**src/rtl/ofmap_wr_idxcnt.sv**
```systemverilog
// ofmap_wr_idxcnt: five-level index counter chain that packs output-map elements into masked SRAM word writes.
module ofmap_wr_idxcnt #(
  parameter int IDX_W = 11,
  parameter int ADRA_W = 8,
  parameter int WOFS_W = 3,
  parameter int DATA_W = 16,
  localparam int NL = 1 << WOFS_W
) (
  input  logic                 i_clk,
  input  logic                 i_rstn,
  input  logic                 i_cnt_clear,
  input  logic                 i_finalctx,
  input  logic [IDX_W-1:0]     i_xlim,
  input  logic [IDX_W-1:0]     i_xstep,
  input  logic [IDX_W-1:0]     i_ylim,
  input  logic [IDX_W-1:0]     i_ystep,
  input  logic [IDX_W-1:0]     i_klim,
  input  logic [IDX_W-1:0]     i_kstep,
  input  logic [IDX_W-1:0]     i_til_xlim,
  input  logic [IDX_W-1:0]     i_til_xstep,
  input  logic [IDX_W-1:0]     i_til_ylim,
  input  logic [IDX_W-1:0]     i_til_ystep,
  input  logic                 i_valid,
  input  logic [DATA_W-1:0]    i_data,
  output logic                 o_ready,
  output logic                 o_sram_wren,
  input  logic                 i_sram_gnt,
  output logic [ADRA_W-1:0]    o_sram_addr,
  output logic [DATA_W*NL-1:0] o_sram_wdata,
  output logic [NL-1:0]        o_sram_wmask,
  output logic                 o_done,
  output logic                 o_til_done
);
  typedef enum logic [1:0] {FILL, WAIT_GNT, FINISHED} state_t;
  state_t state, state_nxt;
  logic [4:0][IDX_W-1:0] lim, step, cnt, cnt_nxt;
  logic [4:0] flag, en;
  logic [IDX_W-1:0] idx, idx_nxt;
  logic [NL-1:0][DATA_W-1:0] dbuf;
  logic [NL-1:0] mask, mask_upd;
  logic [ADRA_W-1:0] addr;
  logic [WOFS_W-1:0] lane, lane_nxt;
  logic acc, flush, gnt, ctx_end, til_end, pend_done, pend_til;
  assign lim  = {i_til_ylim, i_til_xlim, i_klim, i_ylim, i_xlim};
  assign step = {i_til_ystep, i_til_xstep, i_kstep, i_ystep, i_xstep};
  assign o_ready = state == FILL;
  assign acc = i_valid & o_ready;
  assign gnt = state == WAIT_GNT & i_sram_gnt;
  always_comb begin
    logic run;
    run = acc;
    idx = '0;
    idx_nxt = '0;
    flag = '0;
    en = '0;
    cnt_nxt = cnt;
    for (int i = 0; i < 5; i++) begin
      flag[i] = ({1'b0, cnt[i]} + {1'b0, step[i]}) >= {1'b0, lim[i]};
      en[i] = run;
      run = run & flag[i];
      cnt_nxt[i] = en[i] ? (flag[i] ? '0 : cnt[i] + step[i]) : cnt[i];
      idx = idx + cnt[i];
      idx_nxt = idx_nxt + cnt_nxt[i];
    end
  end
  assign lane = idx[WOFS_W-1:0];
  assign lane_nxt = idx_nxt[WOFS_W-1:0];
  assign mask_upd = mask | (NL'(1) << lane);
  assign ctx_end = &flag[2:0];
  assign til_end = &flag;
  // A word is closed when the next element leaves it, would overwrite a filled lane, or the context ends.
  assign flush = acc & ((idx_nxt[IDX_W-1:WOFS_W] != idx[IDX_W-1:WOFS_W]) | mask_upd[lane_nxt] | ctx_end);
  always_comb begin
    state_nxt = (state == FILL && flush) ? WAIT_GNT
              : gnt ? ((pend_til & i_finalctx) ? FINISHED : FILL)
              : state;
  end
  always_ff @(posedge i_clk or negedge i_rstn) begin
    if (!i_rstn) begin
      state <= FILL;
      cnt <= '0;
      dbuf <= '0;
      mask <= '0;
      addr <= '0;
      pend_done <= 1'b0;
      pend_til <= 1'b0;
    end else if (i_cnt_clear) begin
      state <= FILL;
      cnt <= '0;
      dbuf <= '0;
      mask <= '0;
      addr <= '0;
      pend_done <= 1'b0;
      pend_til <= 1'b0;
    end else begin
      state <= state_nxt;
      cnt <= cnt_nxt;
      if (acc) begin
        dbuf[lane] <= i_data;
        mask <= mask_upd;
        addr <= ADRA_W'(idx >> WOFS_W);
      end
      if (flush) begin
        pend_done <= ctx_end;
        pend_til <= til_end;
      end
      if (gnt) mask <= '0;
    end
  end
  assign o_sram_wren = state == WAIT_GNT;
  assign o_sram_addr = addr;
  assign o_sram_wmask = mask;
  assign o_done = gnt & pend_done & ~i_cnt_clear;
  assign o_til_done = gnt & pend_til & ~i_cnt_clear;
  always_comb begin
    o_sram_wdata = '0;
    for (int j = 0; j < NL; j++) o_sram_wdata[j*DATA_W +: DATA_W] = mask[j] ? dbuf[j] : '0;
  end
endmodule

```
**config.mk**
```make
export PLATFORM = sky130hd
export DESIGN_NAME = ofmap_wr_idxcnt
export DESIGN_NICKNAME = d
export VERILOG_FILES = /design/src/rtl/ofmap_wr_idxcnt.sv
export SDC_FILE = /design/constraint.sdc
export NUM_CORES = 1
export LEC_CHECK = 0
export ABC_AREA = 1
export CORE_AREA = 4 4 174 176
export DETAILED_ROUTE_END_ITERATION = 8
export DIE_AREA = 0 0 178 180
export PLACE_DENSITY = 0.81
export SLEW_MARGIN = 15
export SYNTH_ARGS = -nofsm -noshare
export SYNTH_HDL_FRONTEND = slang
export SYNTH_SLANG_ARGS = --single-unit
```
**constraint.sdc**
```tcl
create_clock -name i_clk -period 9.54 [get_ports i_clk]
set_clock_uncertainty 0.05 [all_clocks]
set_input_delay 0.954 -clock i_clk [delete_from_list [all_inputs] [get_ports i_clk]]
set_output_delay 0.954 -clock i_clk [all_outputs]
set_load 0.03 [all_outputs]
```
==> results.md <==
- Starting Density: 53.8%
- Status: completed
- Later-pin clock latency in the skew report: 0.51 ns
- Total wire length: 46900 um
- Hold crit path type: input pin to asynchronous set/reset pin
- Total Neg Setup Slack: 0 ns
- # resized after CTS: 0
- CORE AREA: 28600 sq um
- CTS HTree Levels: 1
- Nets@finish: 2560
- Pwr/cell area: 203 nW/um^2
- Share of cells above drive strength 1: 4.05%
- Slowest CP cell: fa_1
- GR Layer Usage met2: 49.3%
- Most frequent cell after synthesis: nand2_1
- Port Buffers: 279
- Mapped Area: 15400 sq um
- Top Ports: 280
- Global-route wire length before repair: 75000 um
- Rel. slew slack: 32.6%
- Synthesized flop and latch total: 203
- Critical Path RT: 9.93 ns
- Critical Path Fanout Max: 19
- Period Utilization, post-route: 89.4%
- Total power: 3.89 mW
- Fmax: 117 MHz
- Ys Warns: 0
- Residual DRC count: 0
- Synth Area in XOR/XNOR: 4.03%
- Antenna-violating nets left: 0
- DR vias: 14400
- Synthesized area per cell: 7.72 sq um
- First-pass DRT Iterations: 5
- Placer Congestion: 0.974
- Largest net degree at the start of global routing: 82
- Full die area: 32000 sq um
- Leak: 10.5 nW
- Hold Buf Count CTS: 0
- Synth Area in Compound Gates: 11.4%
- Die height: 180 um
- Final hold violations: 0
- Min Clock Period, post-route: 8.53 ns
- Vias/cell: 5.46
- CTS tree: yes
- Cells after Synth: 1995
- Distinct cells, synth: 50
- IR drop worst, VDD: 140 uV
- CP dominant cell by count: nand2_1
- Mapped Nets: 2322
- Row count: 62
- Chip width: 178 um
- Crit end category: flip-flop
- Crit start category: input pin
- DR WL/cell: 17.8 um
- Register clock-pin slew on the reported worst setup and hold paths: 0.06 ns
- EDFF count, synth: 0
- CTS root buffer: clkbuf_16
- Synth Area in Adders: 18.9%
- Simple-gate share of the synthesized area: 21.6%
- Slowest stage delay, CP: 0.61 ns
- Initial antenna violation count: 1
- Post-CTS Setup Repair Bufs: 0
- Layout area overhead: 24.5%
- Worst-margin pin slew: 1.01 ns
- Clk sinks: 203
- Max Cap Viol: 0
- Mux share of post-synthesis cell area: 0.325%
- GR Util All Layers: 29.0%
- Vias in the first global route: 14200
- Most frequent cells after synthesis: nand2_1, inv_1, dfrtp_1
- Slew Viols, Final: 0
- CTS buffer count: 22
- Crit Path Category: input pin to flip-flop
- GRT Residual Overflow: 0
- Yosys top cell area share: 33.0%
- Seq/Total Area, Yosys: 33.0%
- RSZ-0062 raised after global routing: no
- # setup viols final: 0
- Grt peak-use layer: met2
- Cell taking the most area after synthesis: dfrtp_1
- Critical Path AT: 8.92 ns
- Async set or reset register ratio after synthesis: 100%
- Met3 GRT Util: 3.57%
- Initial DRC count: 1257
- Fillers: 2375
- Main synth FF type: dfrtp_1
- Combinational family with the most area after synthesis: simple AND/OR/NAND/NOR gates
- M1 GR Usage: 37.5%
- DP Wirelength: 37000 um
- Bufs on Longest Clock Path: 3
- Top post-synthesis cells by area: dfrtp_1, ha_1, nand2_1, inv_1, fa_1
[metal layers]
layer  routed length, um  share of wire (%)  up-vias
met5                   0                  0        -
met4                2040                4.4        0
met3                3130                6.7      105
met2               22900                 49      551
met1               18900                 40     6869
li1                    -                  -     6853
[registers in the layout, summed over array words and instances (netlist names)]
signal / cells
dbuf: 128
cnt: 55
pend_done: 1
pend_til: 1
o_sram_wmask: 8
o_sram_addr: 8
state: 2
[stage by stage]
stage	area (sq um)	worst slack, ns	std cells	utilization [%]	hold WS (ns)
5_1_grt	19200	0.305	2633	67.0	0.416
3_3_place_gp	18400	0.814	2593	64.5	0.430
3_5_place_dp	18400	0.600	2593	64.5	0.419
4_1_cts	19200	1.09	2632	67.0	0.394
2_1_floorplan	15400	2.08	1995	-	0.392
6_report	19200	1.01	2633	67.0	0.361
[logic make-up (layout without fill, tap and decap cells)]
logic type	count (synthesis)	after routing
buffers and inverters	437	690
adder cells (fa/ha/maj)	195	195
other	0	1
AO/OA/AOI/OAI	318	318
multiplexers	5	5
flip-flops	203	203
AND/OR/NAND/NOR	767	767
XOR/XNOR	70	70
[cells in the final DEF (no fill, tap or decap), types with 4 or more instances in the layout]
cell type        instances
nand2_1                409
inv_1                  357
clkdlybuf4s50_1        277
dfrtp_1                203
nand3_1                188
o21ai_0                162
ha_1                   132
nor2_1                 101
a21oi_1                 91
fa_1                    63
xor2_1                  44
xnor2_1                 25
nor3_1                  23
clkbuf_16               22
nand4_1                 15
a22oi_1                 12
o21bai_1                10
nand2_2                  9
a211oi_1                 7
inv_2                    7
clkbuf_8                 7
clkinv_2                 7
mux2i_1                  5
a21o_1                   5
buf_4                    5
a21oi_2                  4
a31oi_1                  4
[final cells by class]
type | count | area (sq um) | share of cell area [%]
multi-input cells | 1355 | 8670 | 45.2
flip-flops and latches | 203 | 5080 | 26.5
repair buffers | 284 | 2830 | 14.7
inverters | 367 | 1390 | 7.22
clock buffers | 29 | 637 | 3.32
well taps | 384 | 480 | 2.50
clock inverters | 10 | 92.6 | 0.483
diodes | 1 | 2.50 | 0.0130
[critical path: cells and delay by family]
family / cells / cell delay, ns
simple gates: 19 / 2.92
fa+ha+maj: 6 / 2.73
xor+xnor: 2 / 0.38
buf+inv: 6 / 0.89
compound gates: 6 / 1.03
[worst paths after layout]
path                            start               to  slack (ns)  cells past startpoint
max                        i_xstep[2]         state[1]        1.01                     39
min                            i_rstn        dbuf[105]        0.36                      1
max reg2reg                    cnt[4]         state[1]        1.38                     38
min reg2reg                 pend_done        pend_done        0.43                      2
max in group asynchronous      i_rstn  o_sram_wmask[7]        6.95                      3
min in group i_clk          pend_done        pend_done        0.43                      2
[power breakdown]
group | internal [mW] | switching, mW
logic | 0.725 | 1.21
registers | 0.961 | 0.129
clock network | 0.499 | 0.359
total | 2.19 | 1.70
Note: power is estimated with default switching activity, not from simulation.
